[src/rtl/adder_pkg.sv]
// Shared definitions for the pipelined add/subtract unit.
//   MODE_ADD / MODE_SUB : encoding of the in_sub mode bit
//   chunk_width()       : bits resolved per pipeline stage
//   chunk_ok()          : parameter legality (WIDTH splits evenly into STAGES chunks)
package adder_pkg;

    localparam logic MODE_ADD = 1'b0;
    localparam logic MODE_SUB = 1'b1;

    function automatic int chunk_width(input int width, input int stages);
        return width / stages;
    endfunction

    function automatic bit chunk_ok(input int width, input int stages);
        return (stages >= 1) && (width >= stages) && ((width % stages) == 0);
    endfunction

endpackage

[src/rtl/adder_chunk.sv]
// One pipeline chunk: CW-bit ripple of full-adder cells, purely combinational.
//   a, b  : chunk operands (b already inverted for subtract)
//   ci    : carry into the chunk LSB
//   s     : chunk sum
//   co    : carry out of the chunk MSB
//   cmsb  : carry into the chunk MSB (used for signed overflow on the top chunk)
module adder_chunk
    import adder_pkg::*;
#(
    parameter int CW = 4
) (
    input  logic [CW-1:0] a,
    input  logic [CW-1:0] b,
    input  logic          ci,
    output logic [CW-1:0] s,
    output logic          co,
    output logic          cmsb
);

    logic [CW:0] c;

    assign c[0] = ci;

    for (genvar i = 0; i < CW; i++) begin : g_fa
        assign s[i]   = a[i] ^ b[i] ^ c[i];
        assign c[i+1] = (a[i] & b[i]) | (c[i] & (a[i] ^ b[i]));
    end

    assign co   = c[CW];
    assign cmsb = c[CW-1];

endmodule

[src/rtl/pipelined_adder.sv]
// Pipelined add/subtract unit. WIDTH-bit operands are resolved CW = WIDTH/STAGES bits
// per stage, with the chunk carry registered between stages. Latency STAGES cycles,
// one op accepted per cycle, whole pipe stalls together under backpressure.
//   clk, rst              : clock, asynchronous active-high reset
//   in_valid / in_ready   : operand handshake (in_ready depends only on output side)
//   in_a, in_b            : operands
//   in_cin                : carry-in (add) / borrow-in (sub)
//   in_sub                : 0 = A+B+cin, 1 = A-B-cin
//   out_valid / out_ready : result handshake
//   out_sum               : result modulo 2^WIDTH
//   out_cout              : carry-out (add) / borrow-out (sub)
//   out_ovf               : signed two's-complement overflow
module pipelined_adder
    import adder_pkg::*;
#(
    parameter int WIDTH  = 16,
    parameter int STAGES = 4
) (
    input  logic             clk,
    input  logic             rst,
    input  logic             in_valid,
    output logic             in_ready,
    input  logic [WIDTH-1:0] in_a,
    input  logic [WIDTH-1:0] in_b,
    input  logic             in_cin,
    input  logic             in_sub,
    output logic             out_valid,
    input  logic             out_ready,
    output logic [WIDTH-1:0] out_sum,
    output logic             out_cout,
    output logic             out_ovf
);

    localparam int CW = chunk_width(WIDTH, STAGES);

    if (!chunk_ok(WIDTH, STAGES)) begin : g_bad_params
        $error("pipelined_adder: WIDTH (%0d) must be a positive multiple of STAGES (%0d)",
               WIDTH, STAGES);
    end

    logic adv;
    logic [STAGES:0] vld_pipe;

    // Per stage, x holds completed sum chunks below/at the stage and still-pending A chunks
    // above it; y holds only the pending B' chunks (resolved chunks are zeroed so their
    // flops are constant and drop out). Together they form the skew/de-skew triangle.
    logic [STAGES-1:0][WIDTH-1:0] x_in, y_in, x_nxt, y_nxt, x_q, y_q;
    logic [STAGES-1:0]            c_in, sub_in, c_out, c_msb, c_q, sub_q;
    logic                         ovf_q;

    // Whole pipe advances together; bubbles travel with the data.
    assign adv         = out_ready || !out_valid;
    assign in_ready    = adv;
    assign vld_pipe[0] = in_valid;

    for (genvar k = 0; k < STAGES; k++) begin : g_stage
        localparam logic [WIDTH-1:0] MASK = WIDTH'({CW{1'b1}}) << (k * CW);
        logic [CW-1:0] s;

        if (k == 0) begin : g_first
            // Subtract as A + ~B + ~borrow_in.
            assign x_in[0]   = in_a;
            assign y_in[0]   = (in_sub == MODE_SUB) ? ~in_b : in_b;
            assign c_in[0]   = (in_sub == MODE_SUB) ? ~in_cin : in_cin;
            assign sub_in[0] = in_sub;
        end else begin : g_next
            assign x_in[k]   = x_q[k-1];
            assign y_in[k]   = y_q[k-1];
            assign c_in[k]   = c_q[k-1];
            assign sub_in[k] = sub_q[k-1];
        end

        adder_chunk #(.CW(CW)) u_chunk (
            .a    (x_in[k][k*CW +: CW]),
            .b    (y_in[k][k*CW +: CW]),
            .ci   (c_in[k]),
            .s    (s),
            .co   (c_out[k]),
            .cmsb (c_msb[k])
        );

        assign x_nxt[k] = (x_in[k] & ~MASK) | (WIDTH'(s) << (k * CW));
        assign y_nxt[k] = y_in[k] & ~MASK;
    end

    always_ff @(posedge clk or posedge rst) begin
        if (rst) begin
            vld_pipe[STAGES:1] <= '0;
            x_q                <= '0;
            y_q                <= '0;
            c_q                <= '0;
            sub_q              <= '0;
            ovf_q              <= 1'b0;
        end else if (adv) begin
            vld_pipe[STAGES:1] <= vld_pipe[STAGES-1:0];
            x_q                <= x_nxt;
            y_q                <= y_nxt;
            c_q                <= c_out;
            sub_q              <= sub_in;
            // Signed overflow: carry into MSB differs from carry out of MSB.
            ovf_q              <= c_msb[STAGES-1] ^ c_out[STAGES-1];
        end
    end

    assign out_valid = vld_pipe[STAGES];
    assign out_sum   = x_q[STAGES-1];
    // Borrow is the inverted carry in subtract mode.
    assign out_cout  = c_q[STAGES-1] ^ sub_q[STAGES-1];
    assign out_ovf   = ovf_q;

    // Last-stage B' chunks and lower-stage MSB carries have no consumer.
    logic unused_ok;
    assign unused_ok = ^{y_q[STAGES-1], c_msb};

endmodule

[config.mk]
export PLATFORM = sky130hd
export DESIGN_NAME = pipelined_adder
export DESIGN_NICKNAME = d
export VERILOG_FILES = /design/src/rtl/adder_pkg.sv /design/src/rtl/adder_chunk.sv /design/src/rtl/pipelined_adder.sv
export SDC_FILE = /design/constraint.sdc
export NUM_CORES = 1
export LEC_CHECK = 0
export BUFFER_PORTS_ARGS = -buffer_cell sky130_fd_sc_hd__buf_4
export CORE_UTILIZATION = 58
export DETAILED_ROUTE_END_ITERATION = 10
export PLACE_DENSITY = 0.8
export SKIP_LAST_GASP = 1
export SLEW_MARGIN = 20
export SYNTH_ARGS = -nofsm -noshare
export SYNTH_HDL_FRONTEND = slang
export SYNTH_SLANG_ARGS = --single-unit
[constraint.sdc]
create_clock -name clk -period 3.6 [get_ports clk]
set_clock_uncertainty 0.2 [all_clocks]
set_input_delay 0.36 -clock clk [delete_from_list [all_inputs] [get_ports clk]]
set_output_delay 0.36 -clock clk [all_outputs]
set_load 0.005 [all_outputs]
-- Yosys cells after proc, flatten, opt, wreduce, memory -nomap -nowiden
Index checks and enable logic that the tools add are counted.
- input port bits: 38
- register bits: 101
- output and inout bits: 20
- logic and storage cells: 103
- bitwise operators: 88
- reductions and logical operators: 2
- mux-type cells: 2
- operator list (kind ; number):
    $xor 1x1->1 ; 34
    $and 1x1->1 ; 32
    $mux 16 ; 1
    $not 16->16 ; 1
    $or 1x1->1 ; 16
    $or 12x16->16 ; 1
    $or 16x12->16 ; 1
    $or 16x4->16 ; 1
    $or 16x8->16 ; 1
    $logic_not 1->1 ; 1
    $logic_or 1x1->1 ; 1
    $mux 1 ; 1
    $not 1->1 ; 1

-- Depth between registers and ports, before layout
Gate-level depths: netlist (run 1).
- depth after elaboration: 11
- gate-level depth with buffers: 10
- gate-level depth less buffers: 9

-- Modules after synthesis
From an unflattened synthesis (run 1), not the netlist that was laid out.
- cells, all modules: 284
- area total of the unflattened synthesis: 4710.8 um^2
- by module, submodules not included (module ; seq. area each (um^2) ; cells an instance ; area an instance (um^2) ; times used):
    pipelined_adder ; 2527.4 ; 236 ; 4270.3 ; 1
    adder_chunk ; 0.0 ; 12 ; 110.1 ; 4

-- Least setup slack after synthesis (run 1)
No wires, ideal clock.
- path type: input -> register
- start: in in_sub
- end: reg x_q (netlist bit x_in[19])
- path slack: 715 ps
- arrival: 2560 ps
- stages on the path: 10
- library setup time: 125 ps
- buffers on the path: 2
- required time: 3275 ps
- cells stage by stage: buf_4 buf_4 xor2_1 fa_1 fa_1 inv_1 fa_1 inv_1 fa_1 mux2_4
- longest elaborated chain between the ends: 10
- elaborated cells on any way between the ends: 17
- ends and longest elaborated chain (item ; line ; RTL):
    from (decl) ; pipelined_adder.sv:26 ; input logic in_sub,
    $mux 16 ; pipelined_adder.sv:63 ; assign y_in[0] = (in_sub == MODE_SUB) ? ~in_b : in_b;
    $xor 1x1->1 ; adder_chunk.sv:26 ; assign c[i+1] = (a[i] & b[i]) | (c[i] & (a[i] ^ b[i]));
    $and 1x1->1 ; adder_chunk.sv:26 ;
    $or 1x1->1 ; adder_chunk.sv:26 ;
    $and 1x1->1 ; adder_chunk.sv:26 ;
    $or 1x1->1 ; adder_chunk.sv:26 ;
    $and 1x1->1 ; adder_chunk.sv:26 ;
    $or 1x1->1 ; adder_chunk.sv:26 ;
    $xor 1x1->1 (*) ; adder_chunk.sv:25 ; assign s[i] = a[i] ^ b[i] ^ c[i];
    named net g_stage[0].s[3] ; pipelined_adder.sv:58 ; logic [CW-1:0] s;
    $or 16x4->16 (*) ; pipelined_adder.sv:82 ; assign x_nxt[k] = (x_in[k] & ~MASK) | (WIDTH'(s) << (k * CW));
    to (signal assigned) ; pipelined_adder.sv:96 ; x_q <= x_nxt;
    to (decl) ; pipelined_adder.sv:47 ; logic [STAGES-1:0][WIDTH-1:0] x_in, y_in, x_nxt, y_nxt, x_q, y_q;
Mark *: on every way through the listed nets, which the timed path passes. The rest lies on a longest branch.
A chain may end at the register's enable or synchronous reset.

-- Worst setup path in the final report (run 1)
- start: reg y_q (netlist bit y_in[60])
- end: reg ovf_q (netlist: out_ovf)
- longest elaborated chain between the ends: 10
- elaborated cells on any way between the ends: 11
- ends and longest elaborated chain (item ; line ; RTL):
    from (decl) ; pipelined_adder.sv:47 ;
    from (signal assigned) ; pipelined_adder.sv:97 ; y_q <= y_nxt;
    $xor 1x1->1 ; adder_chunk.sv:26 ;
    $and 1x1->1 ; adder_chunk.sv:26 ;
    $or 1x1->1 (*) ; adder_chunk.sv:26 ;
    $and 1x1->1 (*) ; adder_chunk.sv:26 ;
    $or 1x1->1 (*) ; adder_chunk.sv:26 ;
    $and 1x1->1 (*) ; adder_chunk.sv:26 ;
    $or 1x1->1 (*) ; adder_chunk.sv:26 ;
    $and 1x1->1 ; adder_chunk.sv:26 ;
    $or 1x1->1 ; adder_chunk.sv:26 ;
    $xor 1x1->1 (*) ; pipelined_adder.sv:101 ; ovf_q <= c_msb[STAGES-1] ^ c_out[STAGES-1];
    to (signal assigned) ; pipelined_adder.sv:101 ;
    to (decl) ; pipelined_adder.sv:49 ; logic ovf_q;
Mark *: on every way between the ends. The rest lies on a longest branch, timed or not.

==> run_results.csv, run 1 <==
group,metric,value,unit
status,status,"finished clean",
worst_setup_path,r2r-start,"y_in[60]",
timing,tns,0,ps
synth,syn_inst,288,
clocking,ctsHtreeMaxLevel,3,
place,gp_congestion,0.783,
cells_and_area,area_growth,14.9,%
floorplan,io_pins,58,
detailed_routing,wl_met1,3.50,mm
floorplan,fp.dieW,91.6,um
clocking,cts-buffers-inserted,9,
floorplan,fp.dieH,91.6,um
timing,setup_viol,0,
worst_setup_path,r2r_end,"out_ovf",
clocking,clkTransAtPathRegs,90,ps
synth,synth.distinct_cells,16,
pwr,p_total,4.44,mW
worst_setup_path,critPathRequiredTime,3650,ps
floorplan,core,7730,um^2
floorplan,start_util,60.2,%
clocking,cts_tree,"built",
timing,period_share,71.3,%
detailed_routing,drt_iter0_drc,86,
detailed_routing,route.met3.wl,191,um
synth,syn_area,4650,um^2
detailed_routing,ant_nets,0,
synth,synth_top_area_share,54.3,%
cells_and_area,diodes,0,
cells_and_area,finalNetCount,403,
synth,synthTopCellsByArea,"dfrtp_1, mux2_4, fa_1",
clocking,cts_sinks,101,
detailed_routing,routed_wl,7.40,mm
timing,worst_pin_slew,796,ps
place,placed_area,5150,um^2
floorplan,die-area,8390,um^2
detailed_routing,routed-wl-met2,3.56,mm
cells_and_area,fin_util,69.2,%
worst_setup_path,reg2reg_depth,9,
cells_and_area,final_cell_area,5350,um^2
detailed_routing,vias,2321,
timing,finalHoldViolations,0,
clocking,hold_buffers,1,
timing,max_clock_freq,390,MHz
worst_setup_path,r2r_setup_slack,1030,ps
timing,period_needed,2570,ps
place,port_buffers,57,
detailed_routing,firstDrtPassIters,4,
clocking,clk_latency,360,ps
synth,ys.warnings.count,0,
timing,slew_violations,0,
detailed_routing,highest_layer,"met4",
global_route,overflow,0,
worst_setup_path,worstSetupEndpointType,"flip-flop",
hold_path,hold_start,"in_a[14]",
global_route,grt_max_degree,102,
job,max-cap-violations,0,
worst_setup_path,crit_fanout,2,
hold_path,holdPathStages,2,
pwr,max-vdd-ir-drop,398,uV
detailed_routing,wl_per_cell,16.2,um
pwr,leakage,2.63,nW
synth,yosys.area.top_type,"dfrtp_1",
synth,synth_nets,342,
worst_setup_path,worstPathArrival,2610,ps
pwr,powerDensity,831,nW/um^2
timing,whs,23.3,ps
synth,synth_seq_cells,101,
timing,rsz0062_at_grt,"false",
synth,synth.avg_cell_area,16.2,um^2
cells_and_area,layout-drive-gt1-share,48.0,%
hold_path,hold_path.class,"input pin to flip-flop",
clocking,post-cts-setup-buffer-count,0,
clocking,cts_buffer_depth,2,
detailed_routing,avgViaCountPerCell,5.09,
timing,slew_headroom,46.9,%
clocking,cts-root-buf,"clkbuf_8",
hold_path,holdPathEnd,"x_in[30]",
global_route,grt_pass1_vias,2509,
worst_setup_path,worstSetupPathType,"flip-flop to flip-flop",
global_route,antenna_found_initial,0,
synth,ys_seq_area_share,54.3,%
floorplan,rows,32,
detailed_routing,drc,0,
global_route,grt_use_total,19.8,%
place,dp_hpwl,5.25,mm
global_route,grt_pass1_wl,12.5,mm
worst_setup_path,start_kind,"flip-flop",
clocking,post_cts_resize_count,0,
cell families (layout without fill, tap and decap cells):
family                   count (synthesis)  count (layout)  synth area share [%]
AND/OR/NAND/NOR                         12              12                  2.04
AO/OA/AOI/OAI                           10              10                  1.08
buffers and inverters                   40             106                  4.76
flip-flops                             101             101                  54.3
adder cells (fa/ha/maj)                 16              16                  6.88
multiplexers                            90              90                  27.4
XOR/XNOR                                19              19                  3.58
cell usage after synthesis:
cell type / count
dfrtp_1: 101
mux2_4: 70
inv_1: 25
mux2_2: 18
fa_1: 16
xor2_1: 15
a21oi_1: 10
nor3b_1: 10
buf_6: 8
xnor2_1: 4
buf_2: 3
buf_4: 2
clkbuf_1: 2
mux2i_1: 2
nand2b_1: 1
nand2b_4: 1
per-stage QoR:
stage                     std cells  setup WS, ps
after CTS                       456          1020
after floorplan                 288           393
after global placement          439           872
after detailed placement        439           795
after global routing            456           899
final                           456          1030
critical path, stage by stage (launching register included):
cell and delay [ps]:
dfrtp_1 390, fa_1 190, inv_1 60, fa_1 410, inv_1 90, fa_1 210
inv_1 70, fa_1 450, xnor2_1 140, mux2_4 250
state kept, by name, indices dropped and copies added (netlist names):
name,flops
x_in,48
c_q,4
vld_pipe,3
out_ovf,1
out_valid,1
sub_q,4
y_in,24
out_sum,16
cells in the final DEF (no fill, tap or decap):
cell type,count
mux2_2,18
nand2b_1,1
fa_1,16
clkinv_4,2
buf_12,1
dlygate4sd3_1,1
nand2b_4,1
clkinvlp_4,1
clkinv_2,2
mux2i_1,2
dfrtp_1,101
a21oi_1,10
nor3b_1,10
mux2_4,70
buf_4,63
xnor2_1,4
clkbuf_8,11
inv_4,1
inv_1,24
xor2_1,15
area by class of cell:
type	instances	area [um^2]
clock buffers	11	151
clock inverters	5	35.0
fillers	524	2380
inverters	25	96.3
multi-input cells	147	1910
flip-flops and latches	101	2530
well taps	102	128
repair buffers	65	503
metal layers:
metal | vias to the layer above | GRT usage [%]
met5 | - | 0
li1 | 1068 | -
met2 | 43 | 30.5
met3 | 12 | 3.27
met4 | 0 | 9.92
met1 | 1198 | 27.4
worst max path at each step:
stage                        start  endpoint  slack, ps  cells past startpoint
after floorplan                rst    c_q[0]        390                      1
after global placement      in_sub  x_in[19]        870                      9
after detailed placement    in_sub  x_in[19]        800                      9
after CTS                 y_in[60]   out_ovf       1020                      9
after global routing        c_q[2]   out_ovf        900                      9
final                     y_in[60]   out_ovf       1030                      9
where the power goes:
group	internal, mW	leakage (nW)	switching, mW
clock	0.289	0.0953	0.367
sequential	1.65	1.17	0.344
combinational	1.16	1.37	0.640
Power figures use the tool's default switching activity.
==> inputs of run 2 (changes only) <==
--- a/config.mk
+++ b/config.mk
@@ -5,10 +5,11 @@
 export SDC_FILE = /design/constraint.sdc
 export NUM_CORES = 1
 export LEC_CHECK = 0
+export ABC_AREA = 1
 export BUFFER_PORTS_ARGS = -buffer_cell sky130_fd_sc_hd__buf_4
-export CORE_UTILIZATION = 58
+export CORE_UTILIZATION = 57
 export DETAILED_ROUTE_END_ITERATION = 10
-export PLACE_DENSITY = 0.8
+export PLACE_DENSITY = 0.79
 export SKIP_LAST_GASP = 1
 export SLEW_MARGIN = 20
 export SYNTH_ARGS = -nofsm -noshare
==> constraint.sdc (replaced) <==
create_clock -name clk -period 2.5 [get_ports clk]
set_clock_uncertainty 0.2 [all_clocks]
set_input_delay 0.25 -clock clk [delete_from_list [all_inputs] [get_ports clk]]
set_output_delay 0.25 -clock clk [all_outputs]
set_load 0.005 [all_outputs]
==> run 2 against run 1 <==
First-iteration DRC count is 93% higher. Total power is 32% higher. Routed wire length is 10% higher. Global-route usage is 3.8 points higher. Highest routed layer unchanged. Largest power group unchanged. Area after synthesis is 6.4% lower. Critical path depth is 1 lower. Worst hold slack better by 1.1 ps. Non-clock buffer count is 26 higher. Sequential cell count stayed put.
==> run_results.csv, run 2 <==
group,metric,value,unit
status,status,"finished clean",
pwr,swShare,34.6,%
timing,slew_headroom,50.0,%
detailed_routing,vias,3144,
detailed_routing,wl_per_cell,12.3,um
worst_setup_path,path_common_cell,"fa_1",
synth,ys.warnings.count,0,
global_route,grt_use_total,23.6,%
cells_and_area,finalNetCount,612,
cells_and_area,diodes,0,
clocking,cts_tree,"built",
clocking,cts-buffers-inserted,9,
worst_setup_path,worstSetupPathType,"flip-flop to flip-flop",
timing,period_needed,2420,ps
worst_setup_path,critPathRequiredTime,2570,ps
timing,period_share,96.9,%
place,gp_congestion,0.774,
synth,synth_edf_count,0,
detailed_routing,drt_iter0_drc,166,
cells_and_area,fin_util,73.5,%
timing,slew_violations,0,
place,port_buffers,57,
floorplan,fp.dieW,89.4,um
floorplan,io_pins,58,
global_route,busiest_layer,"met2",
synth,synth.distinct_cells,14,
global_route,met3_usage,3.51,%
synth,synth-async-reset-ratio,100,%
synth,yosys.area.top_type,"dfrtp_1",
synth,synthTopCellsByArea,"dfrtp_1, nand2_1, fa_1",
synth,synth_seq_cells,101,
synth,yosysMostFrequentCell,"nand2_1",
pwr,p_switching,2.04,mW
global_route,antenna_found_initial,0,
pwr,powerDensity,1090,nW/um^2
worst_setup_path,r2r_setup_slack,80,ps
synth,syn_area,4360,um^2
cells_and_area,layout-drive-gt1-share,16.5,%
global_route,grt_max_degree,102,
synth,synthFlopType,"dfrtp_1",
synth,synth_top_area_share,58.0,%
timing,rsz0062_at_grt,"true",
floorplan,core,7330,um^2
synth,synth.avg_cell_area,9.08,um^2
pwr,leakage,2.81,nW
floorplan,start_util,59.4,%
detailed_routing,firstDrtPassIters,4,
worst_setup_path,timing.critical_path.slowest_stage_cell,"fa_1",
cells_and_area,area_growth,23.7,%
place,dp_hpwl,5.11,mm
worst_setup_path,crit_fanout,2,
cells_and_area,largest_reg_flops,48,
cells_and_area,final_cell_area,5390,um^2
worst_setup_path,cp_top_family,"adder cells",
worst_setup_path,crit_start,"c_q[0]",
clocking,clk_latency,360,ps
floorplan,fp.dieH,89.4,um
timing,tns,0,ps
detailed_routing,avgViaCountPerCell,4.76,
global_route,gr-usage-met2,38.9,%
timing,finalHoldViolations,0,
pwr,p_total,5.89,mW
worst_setup_path,r2r-start,"c_q[0]",
pwr,p_clk_share,18.6,%
clocking,cts-root-buf,"clkbuf_8",
timing,worst_pin_slew,747,ps
detailed_routing,ant_nets,0,
pwr,max-vdd-ir-drop,458,uV
cells_and_area,final_cell_mix,"nand2_1, dfrtp_1, buf_4, inv_1, o21ai_0",
worst_setup_path,worstSetupEndpointType,"flip-flop",
synth,synth_nets,534,
global_route,use_met1,31.6,%
clocking,cts_buffer_depth,2,
timing,whs,24.4,ps
global_route,grt_pass1_wl,13.9,mm
detailed_routing,routed_wl,8.15,mm
global_route,grt_pass1_vias,3062,
synth,ys_seq_area_share,58.0,%
worst_setup_path,start_kind,"flip-flop",
worst_setup_path,crit_chain,"fa_1 -> inv_1 -> fa_1 -> inv_1 -> fa_1 -> inv_1 -> fa_1 -> o21ai_1",
clocking,clkTransAtPathRegs,90,ps
synth,syn_inst,480,
floorplan,rows,31,
cells_and_area,final_common_cell,"nand2_1",
clocking,ctsHtreeMaxLevel,3,
worst_setup_path,cpPeakStageDelay,420,ps
global_route,overflow,0,
cells_and_area,fill_cells,527,
place,placed_area,4910,um^2
hold_path,hold_start,"in_b[15]",
pwr,power.internal,3.85,mW
timing,setup_viol,0,
pwr,power_frac_comb,35.0,%
floorplan,die-area,8000,um^2
timing,max_clock_freq,413,MHz
synth,synth_common_cells,"nand2_1, dfrtp_1, inv_1",
job,max-cap-violations,0,
hold_path,hold_path.class,"input pin to flip-flop",
worst_setup_path,critical_path_buf_inv_count,3,
detailed_routing,drc,0,
pwr,p_seq_share,46.4,%
clocking,cts_sinks,101,
worst_setup_path,worstPathArrival,2490,ps
==> run 2: area by class of cell <==
cell class              count  area (um^2)  share of cell area (%)
inverters                  58          221                    4.11
clock inverters             4         72.6                    1.35
repair buffers             91          783                    14.5
multi-input cells         297         1520                    28.2
flip-flops and latches    101         2530                    46.9
well taps                  99          124                    2.30
clock buffers              11          141                    2.62
==> run 2: power by group through the flow <==
stage | clock, mW | sequential [mW] | combinational, mW
3_5_place_dp | 0 | 2.76 | 1.97
2_1_floorplan | 0 | 2.68 | 1.31
3_3_place_gp | 0 | 2.73 | 1.87
6_report | 1.10 | 2.73 | 2.06
4_1_cts | 1.11 | 2.74 | 2.05
5_1_grt | 1.18 | 2.83 | 2.42
==> run 2: repair_timing <==
item                                    CTS  global route
hold buffers                             25             0
endpoints found under the setup margin    1             4
setup buffers                             0             1
hold endpoints to repair                125             0
pin swaps                                 0             1
resized for setup                         3             5
==> run 2: cells by family (layout without fill, tap and decap cells) <==
| family | Yosys count | after routing | synth area share, % |
|---|---|---|---|
| fa+ha+maj | 16 | 16 | 7.35 |
| simple gates | 221 | 221 | 19.6 |
| flops | 101 | 101 | 58.0 |
| compound gates | 54 | 54 | 6.20 |
| xor+xnor | 6 | 6 | 1.21 |
| buf+inv | 82 | 164 | 7.64 |
==> run 2: through the flow <==
step           instances  setup WS, ps
3_5_place_dp         620         -37.7
5_1_grt              661         -32.5
2_1_floorplan        480          1.79
6_report             661          78.5
3_3_place_gp         620          55.9
4_1_cts              660          17.8
==> run 2: final timing paths <==
| path | end | depth (start not counted) |
|---|---|---|
| worst max-delay path | x_in[39] | 8 |
| worst min-delay path | y_in[31] | 4 |
| worst max register to register | x_in[39] | 8 |
| worst min register to register | out_valid | 2 |
| max in group asynchronous | y_in[61] | 4 |
| min in group asynchronous | x_in[61] | 4 |
==> run 2: metal layers <==
layer | up-vias | part of all wire, %
met5 | - | 0
met4 | 0 | 2.0
met3 | 14 | 3.3
met2 | 71 | 48
met1 | 1461 | 46
li1 | 1598 | -
==> run 2: tightest hold or removal path, delay by kind of cell <==
kind | cells | cell delay, ps
buf+inv | 1 | 80
simple gates | 3 | 190
==> inputs of run 3 (changes only) <==
--- a/config.mk
+++ b/config.mk
@@ -7,9 +7,11 @@
 export LEC_CHECK = 0
 export ABC_AREA = 1
 export BUFFER_PORTS_ARGS = -buffer_cell sky130_fd_sc_hd__buf_4
-export CORE_UTILIZATION = 57
+export CELL_PAD_IN_SITES_DETAIL_PLACEMENT = 2
+export CELL_PAD_IN_SITES_GLOBAL_PLACEMENT = 2
+export CORE_UTILIZATION = 35
 export DETAILED_ROUTE_END_ITERATION = 10
-export PLACE_DENSITY = 0.79
+export PLACE_DENSITY_LB_ADDON = 0.1
 export SKIP_LAST_GASP = 1
 export SLEW_MARGIN = 20
 export SYNTH_ARGS = -nofsm -noshare
==> run 3 against run 2 <==
Routed wire length grew 25%. Total power grew 5.4%. Highest routed layer unchanged. Worst hold slack lost 13 ps. Global-route usage shrank 5.7 points. Core utilization shrank 28 points. Final cell count grew 9.7%. Combinational power grew 5%.
==> run_results.csv, run 3 (synthesized netlist as in run 2, its figures left out) <==
group,metric,value,unit
cells_and_area,final_cell_mix,"nand2_1, dfrtp_1, buf_4, inv_1, o21ai_0",
cells_and_area,area_growth,26.5,%
clocking,cts_buffer_depth,2,
pwr,p_clk_share,20.8,%
timing,worst_pin_slew,623,ps
worst_setup_path,crit_chain,"fa_2 -> inv_2 -> fa_2 -> inv_2 -> fa_2 -> inv_2 -> fa_2 -> o21ai_1",
timing,fin_ws,96.2,ps
worst_setup_path,critical_path_buf_inv_count,3,
place,dp_hpwl,6.77,mm
detailed_routing,firstDrtPassIters,4,
worst_setup_path,path_common_cell,"fa_2",
global_route,grt_use_total,17.8,%
worst_setup_path,crit_fanout,2,
timing,setup_viol,0,
clocking,clk_latency,340,ps
timing,rsz0062_at_grt,"false",
clocking,ctsHtreeMaxLevel,3,
detailed_routing,avgViaCountPerCell,4.47,
worst_setup_path,cpPeakStageDelay,410,ps
cells_and_area,diodes,0,
worst_setup_path,worstSetupPathType,"flip-flop to flip-flop",
status,status,"finished clean",
hold_path,holdPathStages,4,
floorplan,die-area,12900,um^2
pwr,max-vdd-ir-drop,366,uV
pwr,power.internal,4.00,mW
detailed_routing,vias,3241,
global_route,grt_pass1_vias,3557,
worst_setup_path,worstPathArrival,2470,ps
floorplan,io_pins,58,
timing,slew_violations,0,
worst_setup_path,start_kind,"flip-flop",
timing,max_clock_freq,416,MHz
floorplan,fp.dieW,114,um
pwr,p_total,6.20,mW
worst_setup_path,timing.critical_path.slowest_stage_cell,"dfrtp_1",
global_route,grt_pass1_wl,17.9,mm
detailed_routing,routed_wl,10.2,mm
place,gp_congestion,0.671,
floorplan,rows,40,
timing,period_share,96.2,%
floorplan,start_util,36.1,%
place,dpl.cell_count,688,
clocking,cts-buffers-inserted,9,
worst_setup_path,critPathRequiredTime,2560,ps
detailed_routing,ant_nets,0,
detailed_routing,drt_iter0_drc,148,
pwr,swShare,35.5,%
clocking,cts_tree,"built",
pwr,power_frac_comb,34.9,%
pwr,p_switching,2.20,mW
global_route,overflow,0,
place,port_buffers,57,
timing,finalHoldViolations,0,
job,max-cap-violations,0,
clocking,cts_sinks,101,
cells_and_area,final_common_cell,"nand2_1",
floorplan,fp.dieH,114,um
timing,period_needed,2400,ps
global_route,grt_max_degree,102,
worst_setup_path,cp_top_family,"adder cells",
detailed_routing,wl_per_cell,14.0,um
pwr,leakage,2.83,nW
hold_path,hold_path.class,"input pin to flip-flop",
floorplan,core,12100,um^2
clocking,cts-root-buf,"clkbuf_16",
worst_setup_path,worstSetupEndpointType,"flip-flop",
cells_and_area,largest_reg_flops,48,
pwr,p_seq_share,44.3,%
cells_and_area,finalNonFillerCells,725,
timing,slew_headroom,58.4,%
worst_setup_path,reg2reg_depth,8,
clocking,clkTransAtPathRegs,70,ps
global_route,antenna_found_initial,0,
pwr,powerDensity,1130,nW/um^2
timing,tns,0,ps
cells_and_area,layout-drive-gt1-share,16.7,%
place,dp_slack,-40.8,ps
worst_setup_path,path_depth,8,
detailed_routing,drc,0,
cells_and_area,finalNetCount,608,
-- run 3: cell types whose count changed in the layout (fill, tap and decap cells not counted), moves of 2 or more --
cell	change
bufinv_16	-2
clkbuf_16	+9
clkbuf_8	-8
dlygate4sd3_1	-3
buf_4	-2
-- run 3: worst register-to-register path: cells and delay by family, from the launching register on --
family	cells	cell delay, ps
buf+inv	3	200
flops	1	410
fa+ha+maj	4	1390
compound gates	1	130
-- run 3: per-layer routing --
layer	wire (um)	global-route usage [%]	vias to the layer above
met3	296	2.92	15
met4	180	7.19	0
li1	-	-	1588
met5	0	0	-
met2	4910	29.3	59
met1	4780	23.6	1579
-- run 3: stage by stage --
| stage | area, um^2 | hold WS [ps] | utilization (%) |
|---|---|---|---|
| floorplan | 4390 | 167 | - |
| global placement | 5010 | 234 | 41.5 |
| detailed placement | 5010 | 243 | 41.5 |
| CTS | 5500 | 8.36 | 45.6 |
| global route | 5510 | 44.7 | 45.7 |
| finish | 5510 | 11.3 | 45.7 |
-- run 3: power groups by stage --
stage               combinational (mW)  clock, mW  sequential, mW
finish                            2.16       1.29            2.75
global route                      2.55       1.39            2.84
CTS                               2.20       1.32            2.76
detailed placement                2.12          0            2.78
global placement                  1.98          0            2.73
floorplan                         1.31          0            2.68
-- run 3: what timing repair did --
item                                    CTS  global route
buffers inserted                          0             1
resized for setup                         2             7
endpoints found under the setup margin    1             4
hold buffers                             22             0
hold endpoints to repair                122             0
-- run 3: final cells by class --
cell class,count,area [um^2]
tap,168,210
timing repair buffer,87,758
fill,1305,6550
multi-input combinational,297,1530
clock buffer,12,256
clock inverter,2,10.0
inverter,58,221
sequential,101,2530
-- run 3: path summary, 6_finish.rpt --
kind	end	slack (ps)	from
setup / recovery	out_sum[15]	100	c_q[2]
hold / removal	y_in[28]	10	in_b[12]
setup reg to reg	out_sum[15]	100	c_q[2]
hold reg to reg	out_valid	250	vld_pipe[3]
max in group asynchronous	vld_pipe[3]	1270	rst
min in group asynchronous	out_sum[14]	400	rst
